<file path="src/rtl/mem_port_arbiter_pkg.sv">
// Shared types for the IF/D memory port arbiter: FSM state and transaction owner.
// Default sizing matches the rv32i core (32-bit address/data).
package mem_port_arbiter_pkg;

    typedef enum logic {ARB_IDLE, ARB_WAIT} arb_state_e;
    typedef enum logic {OWN_IF, OWN_D}      arb_owner_e;

    localparam int ARB_ADDR_W     = 32;
    localparam int ARB_DATA_W     = 32;
    localparam int ARB_STARVE_MAX = 4;

endpackage

</file>
<file path="src/rtl/mem_port_arbiter_if.sv">
// Bundle of the IF requester, D requester and memory-side signals of the arbiter.
// slave = arbiter view, master = environment view (requesters plus memory).
interface mem_port_arbiter_if #(
    parameter int ADDR_W = 32,
    parameter int DATA_W = 32
);
    logic                  if_req;
    logic [ADDR_W-1:0]     if_addr;
    logic                  if_gnt;
    logic                  if_rvalid;
    logic [DATA_W-1:0]     if_rdata;

    logic                  d_req;
    logic                  d_we;
    logic [ADDR_W-1:0]     d_addr;
    logic [DATA_W-1:0]     d_wdata;
    logic [DATA_W/8-1:0]   d_be;
    logic                  d_gnt;
    logic                  d_rvalid;
    logic [DATA_W-1:0]     d_rdata;

    logic                  mem_req;
    logic                  mem_we;
    logic [ADDR_W-1:0]     mem_addr;
    logic [DATA_W-1:0]     mem_wdata;
    logic [DATA_W/8-1:0]   mem_be;
    logic                  mem_gnt;
    logic                  mem_rvalid;
    logic [DATA_W-1:0]     mem_rdata;

    logic                  arb_err;

    modport slave (
        input  if_req, if_addr,
        output if_gnt, if_rvalid, if_rdata,
        input  d_req, d_we, d_addr, d_wdata, d_be,
        output d_gnt, d_rvalid, d_rdata,
        output mem_req, mem_we, mem_addr, mem_wdata, mem_be,
        input  mem_gnt, mem_rvalid, mem_rdata,
        output arb_err
    );

    modport master (
        output if_req, if_addr,
        input  if_gnt, if_rvalid, if_rdata,
        output d_req, d_we, d_addr, d_wdata, d_be,
        input  d_gnt, d_rvalid, d_rdata,
        input  mem_req, mem_we, mem_addr, mem_wdata, mem_be,
        output mem_gnt, mem_rvalid, mem_rdata,
        input  arb_err
    );

endinterface

</file>
<file path="src/rtl/mem_port_arbiter_pick.sv">
// Winner select between IF and D requesters: D has priority unless IF is being starved.
// Latency: combinational. Backpressure: none here; the caller gates with mem_gnt.
module mem_arb_pick
    import mem_port_arbiter_pkg::*;
(
    input  logic       if_req,
    input  logic       d_req,
    input  logic       starve,
    output logic       pick_valid,
    output arb_owner_e pick_owner
);

    assign pick_valid = if_req | d_req;
    assign pick_owner = (d_req && !(if_req && starve)) ? OWN_D : OWN_IF;

endmodule

</file>
<file path="src/rtl/mem_port_arbiter.sv">
// Shares one single-port memory between IF and D requesters, one transaction in flight.
// Latency: grant same cycle as mem_gnt, response same cycle as mem_rvalid; issue spacing >= 2 cycles.
// Backpressure: mem_gnt=0 holds mem_req asserted and re-arbitrates every cycle; no grant while waiting.
module mem_port_arbiter
    import mem_port_arbiter_pkg::*;
#(
    parameter int ADDR_W     = ARB_ADDR_W,
    parameter int DATA_W     = ARB_DATA_W,
    parameter int STARVE_MAX = ARB_STARVE_MAX
) (
    input  logic               clk,
    input  logic               rst_n,
    mem_port_arbiter_if.slave  bus
);

    localparam int SW = $clog2(STARVE_MAX + 1);

    arb_state_e    state;
    arb_owner_e    owner;
    arb_owner_e    pick_owner;
    logic [SW-1:0] streak;
    logic          arb_err_q;
    logic          pick_valid;
    logic          starve;
    logic          issue;
    logic          pick_d;
    logic          waiting;

    assign starve = (streak == SW'(STARVE_MAX));

    mem_arb_pick u_pick (
        .if_req     (bus.if_req),
        .d_req      (bus.d_req),
        .starve     (starve),
        .pick_valid (pick_valid),
        .pick_owner (pick_owner)
    );

    assign issue   = (state == ARB_IDLE) && pick_valid;
    assign waiting = (state == ARB_WAIT);
    assign pick_d  = (pick_owner == OWN_D);

    // Memory fields are zeroed whenever nothing is being offered.
    assign bus.mem_req   = issue;
    assign bus.mem_we    = issue && pick_d && bus.d_we;
    assign bus.mem_addr  = !issue ? '0 : (pick_d ? bus.d_addr : bus.if_addr);
    assign bus.mem_wdata = (issue && pick_d) ? bus.d_wdata : '0;
    assign bus.mem_be    = !issue ? '0 : (pick_d ? bus.d_be : '1);

    assign bus.if_gnt    = issue && bus.mem_gnt && !pick_d;
    assign bus.d_gnt     = issue && bus.mem_gnt && pick_d;

    assign bus.if_rvalid = waiting && bus.mem_rvalid && (owner == OWN_IF);
    assign bus.d_rvalid  = waiting && bus.mem_rvalid && (owner == OWN_D);
    assign bus.if_rdata  = bus.mem_rdata;
    assign bus.d_rdata   = bus.mem_rdata;
    assign bus.arb_err   = arb_err_q;

    always_ff @(posedge clk or negedge rst_n) begin
        if (!rst_n) begin
            state     <= ARB_IDLE;
            owner     <= OWN_IF;
            streak    <= '0;
            arb_err_q <= 1'b0;
        end else begin
            case (state)
                ARB_IDLE: begin
                    // A response with nothing outstanding is dropped and flagged.
                    if (bus.mem_rvalid) arb_err_q <= 1'b1;
                    if (issue && bus.mem_gnt) begin
                        owner <= pick_owner;
                        state <= ARB_WAIT;
                        if (pick_d && bus.if_req)
                            streak <= starve ? streak : streak + SW'(1);
                        else
                            streak <= '0;
                    end
                end
                ARB_WAIT: begin
                    if (bus.mem_rvalid) state <= ARB_IDLE;
                end
            endcase
        end
    end

endmodule

</file>
<file path="src/flat_wrapper.sv">
// flat-port wrapper written by rule: the top's interface ports become plain ports
module mem_port_arbiter_flat import mem_port_arbiter_pkg::*;
#(
    parameter int ADDR_W     = ARB_ADDR_W,
    parameter int DATA_W     = ARB_DATA_W,
    parameter int STARVE_MAX = ARB_STARVE_MAX
)
  (clk, rst_n, bus_if_req, bus_if_addr, bus_if_gnt, bus_if_rvalid, bus_if_rdata, bus_d_req, bus_d_we, bus_d_addr, bus_d_wdata, bus_d_be, bus_d_gnt, bus_d_rvalid, bus_d_rdata, bus_mem_req, bus_mem_we, bus_mem_addr, bus_mem_wdata, bus_mem_be, bus_mem_gnt, bus_mem_rvalid, bus_mem_rdata, bus_arb_err);
  mem_port_arbiter_if #(.ADDR_W(ADDR_W), .DATA_W(DATA_W)) bus_i ();
  input  logic clk;
  input  logic rst_n;
  input wire logic [$bits(bus_i.if_req)-1:0] bus_if_req;
  input wire logic [$bits(bus_i.if_addr)-1:0] bus_if_addr;
  output wire logic [$bits(bus_i.if_gnt)-1:0] bus_if_gnt;
  output wire logic [$bits(bus_i.if_rvalid)-1:0] bus_if_rvalid;
  output wire logic [$bits(bus_i.if_rdata)-1:0] bus_if_rdata;
  input wire logic [$bits(bus_i.d_req)-1:0] bus_d_req;
  input wire logic [$bits(bus_i.d_we)-1:0] bus_d_we;
  input wire logic [$bits(bus_i.d_addr)-1:0] bus_d_addr;
  input wire logic [$bits(bus_i.d_wdata)-1:0] bus_d_wdata;
  input wire logic [$bits(bus_i.d_be)-1:0] bus_d_be;
  output wire logic [$bits(bus_i.d_gnt)-1:0] bus_d_gnt;
  output wire logic [$bits(bus_i.d_rvalid)-1:0] bus_d_rvalid;
  output wire logic [$bits(bus_i.d_rdata)-1:0] bus_d_rdata;
  output wire logic [$bits(bus_i.mem_req)-1:0] bus_mem_req;
  output wire logic [$bits(bus_i.mem_we)-1:0] bus_mem_we;
  output wire logic [$bits(bus_i.mem_addr)-1:0] bus_mem_addr;
  output wire logic [$bits(bus_i.mem_wdata)-1:0] bus_mem_wdata;
  output wire logic [$bits(bus_i.mem_be)-1:0] bus_mem_be;
  input wire logic [$bits(bus_i.mem_gnt)-1:0] bus_mem_gnt;
  input wire logic [$bits(bus_i.mem_rvalid)-1:0] bus_mem_rvalid;
  input wire logic [$bits(bus_i.mem_rdata)-1:0] bus_mem_rdata;
  output wire logic [$bits(bus_i.arb_err)-1:0] bus_arb_err;
  assign bus_i.if_req = bus_if_req;
  assign bus_i.if_addr = bus_if_addr;
  assign bus_if_gnt = bus_i.if_gnt;
  assign bus_if_rvalid = bus_i.if_rvalid;
  assign bus_if_rdata = bus_i.if_rdata;
  assign bus_i.d_req = bus_d_req;
  assign bus_i.d_we = bus_d_we;
  assign bus_i.d_addr = bus_d_addr;
  assign bus_i.d_wdata = bus_d_wdata;
  assign bus_i.d_be = bus_d_be;
  assign bus_d_gnt = bus_i.d_gnt;
  assign bus_d_rvalid = bus_i.d_rvalid;
  assign bus_d_rdata = bus_i.d_rdata;
  assign bus_mem_req = bus_i.mem_req;
  assign bus_mem_we = bus_i.mem_we;
  assign bus_mem_addr = bus_i.mem_addr;
  assign bus_mem_wdata = bus_i.mem_wdata;
  assign bus_mem_be = bus_i.mem_be;
  assign bus_i.mem_gnt = bus_mem_gnt;
  assign bus_i.mem_rvalid = bus_mem_rvalid;
  assign bus_i.mem_rdata = bus_mem_rdata;
  assign bus_arb_err = bus_i.arb_err;
  mem_port_arbiter #(.ADDR_W(ADDR_W), .DATA_W(DATA_W), .STARVE_MAX(STARVE_MAX)) u_core (.clk(clk), .rst_n(rst_n), .bus(bus_i));
endmodule
</file>
<file path="config.mk">
export PLATFORM = sky130hd
export DESIGN_NAME = mem_port_arbiter_flat
export DESIGN_NICKNAME = d
export VERILOG_FILES = /design/src/rtl/mem_port_arbiter_pkg.sv /design/src/rtl/mem_port_arbiter_if.sv /design/src/rtl/mem_port_arbiter_pick.sv /design/src/rtl/mem_port_arbiter.sv /design/src/flat_wrapper.sv
export SDC_FILE = /design/constraint.sdc
export NUM_CORES = 1
export LEC_CHECK = 0
export ABC_AREA = 1
export ABC_CLOCK_PERIOD_IN_PS = 2050
export CORE_AREA = 3 3 107 109
export DETAILED_ROUTE_END_ITERATION = 8
export DIE_AREA = 0 0 110 112
export MAX_ROUTING_LAYER = met4
export PLACE_DENSITY_LB_ADDON = 0.3
export SLEW_MARGIN = 15
export SYNTH_ARGS = -nofsm -noshare
export SYNTH_HDL_FRONTEND = slang
export SYNTH_SLANG_ARGS = --single-unit
</file>
<file path="constraint.sdc">
create_clock -name clk -period 2.05 [get_ports clk]
set_input_delay 0.41 -clock clk [delete_from_list [all_inputs] [get_ports clk]]
set_output_delay 0.41 -clock clk [all_outputs]
set_load 0.01 [all_outputs]
</file>
==> results.toml, run 1 <==
[worst_setup_path]
slowest_stage = "dfrtp_1"
cp_cell_sequence = "inv_2 > ha_4 > nand3_4 > nand2_4 > buf_6 > o21ai_1 > inv_1 > dlygate4sd2_1"
crit_fanout = 6
slowest_delay_ns = 0.36
reg2reg_depth = 6
reg2reg_slack_ns = 0.78
critical_path_arrival_ns = 1.57
worstSetupEndpoint = "bus_mem_be[0]"
timing.setup.critical_path_class = "reg2out"
r2r-end = "u_core.owner"
critical_path.top_delay_family = "buffers and inverters"
worst-path-stages = 8
critPathBufInv = 4
end_kind = "output pin"
startpoint = "u_core.streak[0]"
r2r-start = "u_core.state"
cp.required_ns = 1.64
crit_path_start_kind = "flip-flop"

[die]
core-area_sq_um = 10700
num_rows = 38
die_y_um = 112
initial_core_util_pct = 17.5
ios = 278
dieArea_sq_um = 12300
fp.dieW_um = 110

[clocking]
clock_sinks = 6
clockBufferDepth = 2
insertion_delay_ns = 0.22
numCtsBuffers = 3
cts_tree = "built"
cts_hold_buffers = 0
htree_levels = 1
clk_pin_slew_worst_paths_ns = 0.04
root_buffer = "clkbuf_8"

[yosys]
synth_cell_types = 21
ys_ff_latch = 6
syn-num-nets = 466
synth.cell_area_sq_um = 1870
yosysSeqAreaShare_pct = 8.02
synth.avg_cell_area_sq_um = 5.76
synthCells = 325
ys_warn_count = 0

[drt]
drt_wl_total_mm = 7.97
drtAntennaViolNets = 0
route.detailed.drc = 0
viasPerCell = 3.90
wl_per_cell_um = 13.5
drt_pass1_iterations = 4
drt-initial-drc-count = 160
vias = 2296

[timing]
fin_worst_skew_ns = 0.000630
setup_viol = 0
min_period_over_period_pct = 96.7
max-slew-margin-rel_pct = 79.9
finalHoldViolations = 0
worst_slack_ns = 0.0685
tightest_slew_ns = 0.300
fmax_ghz = 0.505
period_minus_slack_ns = 1.98
grt_setup_unrepaired = "no"
slew_viol_final = 0

[cells_and_area]
post-route-util_pct = 30.8
area_growth_pct = 76.0
n_antenna_cell = 0
final_common_cell = "clkdlybuf4s50_1"
layout_common_cells = "106 x clkdlybuf4s50_1, 91 x nor2_1, 49 x clkbuf_2"
drive_gt1_share_pct = 24.9
nets = 592

[power_and_ir_drop]
ir_worst_vdd_mv = 0.230
power_density_nw_per_um2 = 355
power_leakage_nw = 1.72

[global_routing]
grt_pass1_wl_mm = 12.1
grt.total_usage_pct = 12.5
antenna_found_initial = 0
gr-total-overflow = 0
grt_max_degree = 33
grt_pass1_vias = 2343

[status]
status = "completed"

[flow_run]
max-cap-violations = 0

[hold_path]
min_path_type = "in2async"

[placement]
gp_congestion = 0.760
hpwl_mm = 6.36
io_buffers = 181
dpl_worst_slack_ns = -0.539
[sequential cells by signal (all words and copies together), names as in the netlist]
register            cells
u_core.bus.arb_err      1
u_core.state            1
u_core.streak           3
u_core.owner            1
[Yosys cell counts, drive strengths merged]
cell type | instances | area share, %
nor2 | 101 | 21
buf | 80 | 33
inv | 44 | 9.0
nand2 | 43 | 9.4
nand3b | 32 | 13
dfrtp | 6 | 8.0
o21ai | 6 | 1.6
nand3 | 5 | 1.6
ha | 2 | 1.3
nor3 | 2 | 0.53
and3 | 1 | 0.33
clkbuf | 1 | 0.20
o21bai | 1 | 0.40
xor2 | 1 | 0.47
[worst min-delay path by stage]
stage / start / to / slack [ns] / cells past startpoint
6_report: rst_n / u_core.owner / 0.44 / 1
5_1_grt: rst_n / u_core.owner / 0.45 / 1
4_1_cts: rst_n / u_core.owner / 0.44 / 1
3_5_place_dp: u_core.bus.arb_err / u_core.bus.arb_err / 0.49 / 1
3_3_place_gp: u_core.bus.arb_err / u_core.bus.arb_err / 0.49 / 1
2_1_floorplan: rst_n / u_core.bus.arb_err / 0.11 / 0
[worst register-to-register path, cell delays in order (launching register included)]
cell and delay (ns):
dfrtp_1 0.46, nor2_4 0.16, buf_4 0.16, nand2_1 0.09, buf_4 0.16, nand2_1 0.05
o21ai_0 0.07
[what timing repair did]
action | 4_1_cts | 5_1_grt
buffers inserted | 3 | 2
gates resized for setup | 186 | 75
setup endpoints to repair | 73 | 65
gates cloned | 3 | 0
pin swaps | 2 | 1
[layout make-up]
cell class                      instances  area [sq um]
Fill cell                            1193          7400
Inverter                               44           176
Timing Repair Buffer                  199          1690
Multi-Input combinational cell        197          1060
Tap cell                              140           175
Clock buffer                            3          41.3
Sequential cell                         6           150
[stage by stage]
stage	TNS (ns)	hold slack [ns]	total power [mW]	area [sq um]	instances
after floorplan	0	0.114	0.629	1870	325
after global placement	-33.03	0.490	1.03	3390	578
after detailed placement	-34.34	0.487	1.04	3390	578
after CTS	0	0.438	1.22	3550	587
after global routing	0	0.445	1.28	3300	589
final	0	0.435	1.17	3300	589
[layer usage]
metal / share of wire [%] / track usage [%]
met1: 35 / 13.6
met2: 54 / 23.1
met3: 9.4 / 2.49
met4: 1.5 / 2.66
met5: 0 / -
[report_power, final]
| group | switching (mW) | total [mW] | internal [mW] | leakage (nW) |
|---|---|---|---|---|
| Combinational | 0.396 | 0.850 | 0.454 | 1.62 |
| Clock | 0.0479 | 0.174 | 0.126 | 0.0216 |
| Sequential | 0.0151 | 0.147 | 0.132 | 0.0744 |
[cell families (layout without fill, tap and decap cells)]
| family | Yosys count | after routing | share of synthesized area (%) |
|---|---|---|---|
| adders and majority gates | 2 | 2 | 1.34 |
| AOI/OAI and AO/OA | 7 | 7 | 2.00 |
| xor gates and xnor gates | 1 | 1 | 0.468 |
| DFF | 6 | 6 | 8.02 |
| and+or+nand+nor | 184 | 187 | 45.8 |
| buffers and inverters | 125 | 246 | 42.4 |
Note: power is estimated with default switching activity, not from simulation.
==> inputs of run 2 (changes only) <==
--- a/config.mk
+++ b/config.mk
@@ -7,11 +7,12 @@
 export LEC_CHECK = 0
 export ABC_AREA = 1
 export ABC_CLOCK_PERIOD_IN_PS = 2050
+export CAP_MARGIN = 40
 export CORE_AREA = 3 3 107 109
+export CTS_CLUSTER_SIZE = 10
 export DETAILED_ROUTE_END_ITERATION = 8
 export DIE_AREA = 0 0 110 112
 export MAX_ROUTING_LAYER = met4
-export PLACE_DENSITY_LB_ADDON = 0.3
 export SLEW_MARGIN = 15
 export SYNTH_ARGS = -nofsm -noshare
 export SYNTH_HDL_FRONTEND = slang
==> run 2 against run 1 <==
Compared with the run above: final area rose by 6.1%; combinational power rose by 10%; clock power down 3%; die area stayed put; clock skew grew 0.00075 ns; via count rose by 3.5%; first-iteration DRC count fell by 61%; fmax shrank 0.63%; largest cell class unchanged.
==> results.toml, run 2 (same netlist as run 1, synthesis figures left out) <==
[timing]
max-slew-margin-rel_pct = 80.1
fmax_ghz = 0.501
fin_hold_ws_ns = 0.432
tightest_slew_ns = 0.296
grt_setup_unrepaired = "yes"
slew_viol_final = 0
finalHoldViolations = 0
fin_worst_skew_ns = 0.00138
period_minus_slack_ns = 1.99
min_period_over_period_pct = 97.3
setup_viol = 0

[power_and_ir_drop]
power_leakage_nw = 1.83
power_density_nw_per_um2 = 358
ir_worst_vdd_mv = 0.455

[die]
die_y_um = 112
initial_core_util_pct = 17.5
fp.dieW_um = 110
core-area_sq_um = 10700
num_rows = 38
ios = 278
dieArea_sq_um = 12300

[worst_setup_path]
timing.setup.critical_path_class = "reg2out"
end_kind = "output pin"
cp.required_ns = 1.64
crit_fanout = 15
crit_path_start_kind = "flip-flop"
critical_path_arrival_ns = 1.58
reg2reg_slack_ns = 0.74
r2r-start = "u_core.state"
reg2reg_depth = 6
r2r-end = "u_core.streak[1]"

[clocking]
insertion_delay_ns = 0.22
htree_levels = 1
clockBufferDepth = 2
root_buffer = "clkbuf_8"
clock_sinks = 6
cts_hold_buffers = 0
cts_tree = "built"
clk_pin_slew_worst_paths_ns = 0.03
numCtsBuffers = 3

[global_routing]
grt_pass1_wl_mm = 12.7
grt_max_degree = 33
grt.total_usage_pct = 13.3
gr-total-overflow = 0
antenna_found_initial = 0
grt_pass1_vias = 2449

[cells_and_area]
final_cell_area_sq_um = 3500
final_common_cell = "clkdlybuf4s50_1"
layout_common_cells = "105 x clkdlybuf4s50_1, 95 x nor2_1, 41 x nand2_1"
regMostFlops = "u_core.streak"
multiInputGateArea_sq_um = 987
n_antenna_cell = 0
largest_reg_flops = 3
seq_area_sq_um = 150
drive_gt1_share_pct = 18.5
nets = 598
area_growth_pct = 86.8
fillers = 1211

[drt]
drt_wl_total_mm = 8.55
drtAntennaViolNets = 0
vias = 2377
wl_per_cell_um = 14.4
viasPerCell = 3.99
route.detailed.drc = 0
drt-initial-drc-count = 63
drt_pass1_iterations = 4

[flow_run]
max-cap-violations = 0

[placement]
io_buffers = 181
postPlaceCellArea_sq_um = 3420
gp_congestion = 0.823
hpwl_mm = 6.84

[hold_path]
min_path_type = "in2async"

[status]
status = "completed"
run 2: cell count changes in the layout (fill, tap and decap cells not counted), sizes merged:
cell	change
clkbuf	-44
buf	+21
dlygate4sd2	+18
clkdlybuf4s15	+14
nand2	-2
clkdlybuf4s50	-1
run 2: where the power goes:
part	total, mW	internal [mW]	switching [mW]
Clock	0.168	0.125	0.0423
Combinational	0.937	0.529	0.407
Sequential	0.148	0.132	0.0158
Total	1.25	0.787	0.466
run 2: layout make-up:
class,instances,area share [%]
sequential,6,4.29
tap,140,5.01
inverter,44,5.04
clock buffer,3,1.18
multi-input combinational,195,28.2
timing repair buffer,207,56.3
run 2: worst max path at each step:
stage | to | start | depth (start not counted) | slack [ns]
after global routing | bus_mem_addr[27] | u_core.streak[0] | 9 | -0.04
after global placement | bus_mem_wdata[28] | bus_if_req | 7 | -0.57
after detailed placement | bus_mem_wdata[28] | bus_if_req | 7 | -0.57
final | bus_mem_addr[27] | u_core.streak[0] | 9 | 0.06
after floorplan | bus_mem_wdata[10] | u_core.streak[0] | 8 | 0.36
after CTS | bus_mem_be[1] | bus_d_req | 9 | 0.008
run 2: per-layer routing:
metal | part of all wire (%) | up-vias | global-route usage [%]
met3 | 8.0 | 31 | 2.09
met1 | 35 | 1072 | 14.0
met5 | 0 | - | -
li1 | - | 1167 | -
met2 | 54 | 107 | 24.9
met4 | 2.7 | 0 | 4.07
run 2: critical path, cell delays in order (launching register included):
cell and delay [ns]:
dfrtp_1 0.36, inv_2 0.06, ha_4 0.16, nand3_4 0.08
nand2_4 0.08, inv_8 0.11, buf_12 0.15, nor2_1 0.04
nor2_1 0.09, clkdlybuf4s15_2 0.23
run 2: through the flow:
| step | power (mW) | TNS [ns] | setup slack, ns | util [%] | cells |
|---|---|---|---|---|---|
| finish | 1.25 | 0 | 0.0559 | 32.7 | 595 |
| global route | 1.34 | -0.0771 | -0.0357 | 32.7 | 595 |
| CTS | 1.26 | 0 | 0.00849 | 32.6 | 594 |
| detailed placement | 1.05 | -35.06 | -0.569 | 31.9 | 581 |
| global placement | 1.04 | -34.86 | -0.566 | 31.9 | 581 |
| floorplan | 0.629 | 0 | 0.360 | - | 325 |
run 2: timing repair:
item	in CTS	in global routing
cloned	4	0
setup endpoints to repair	73	67
setup buffers	7	1
resized for setup	193	30
pin swaps	6	3
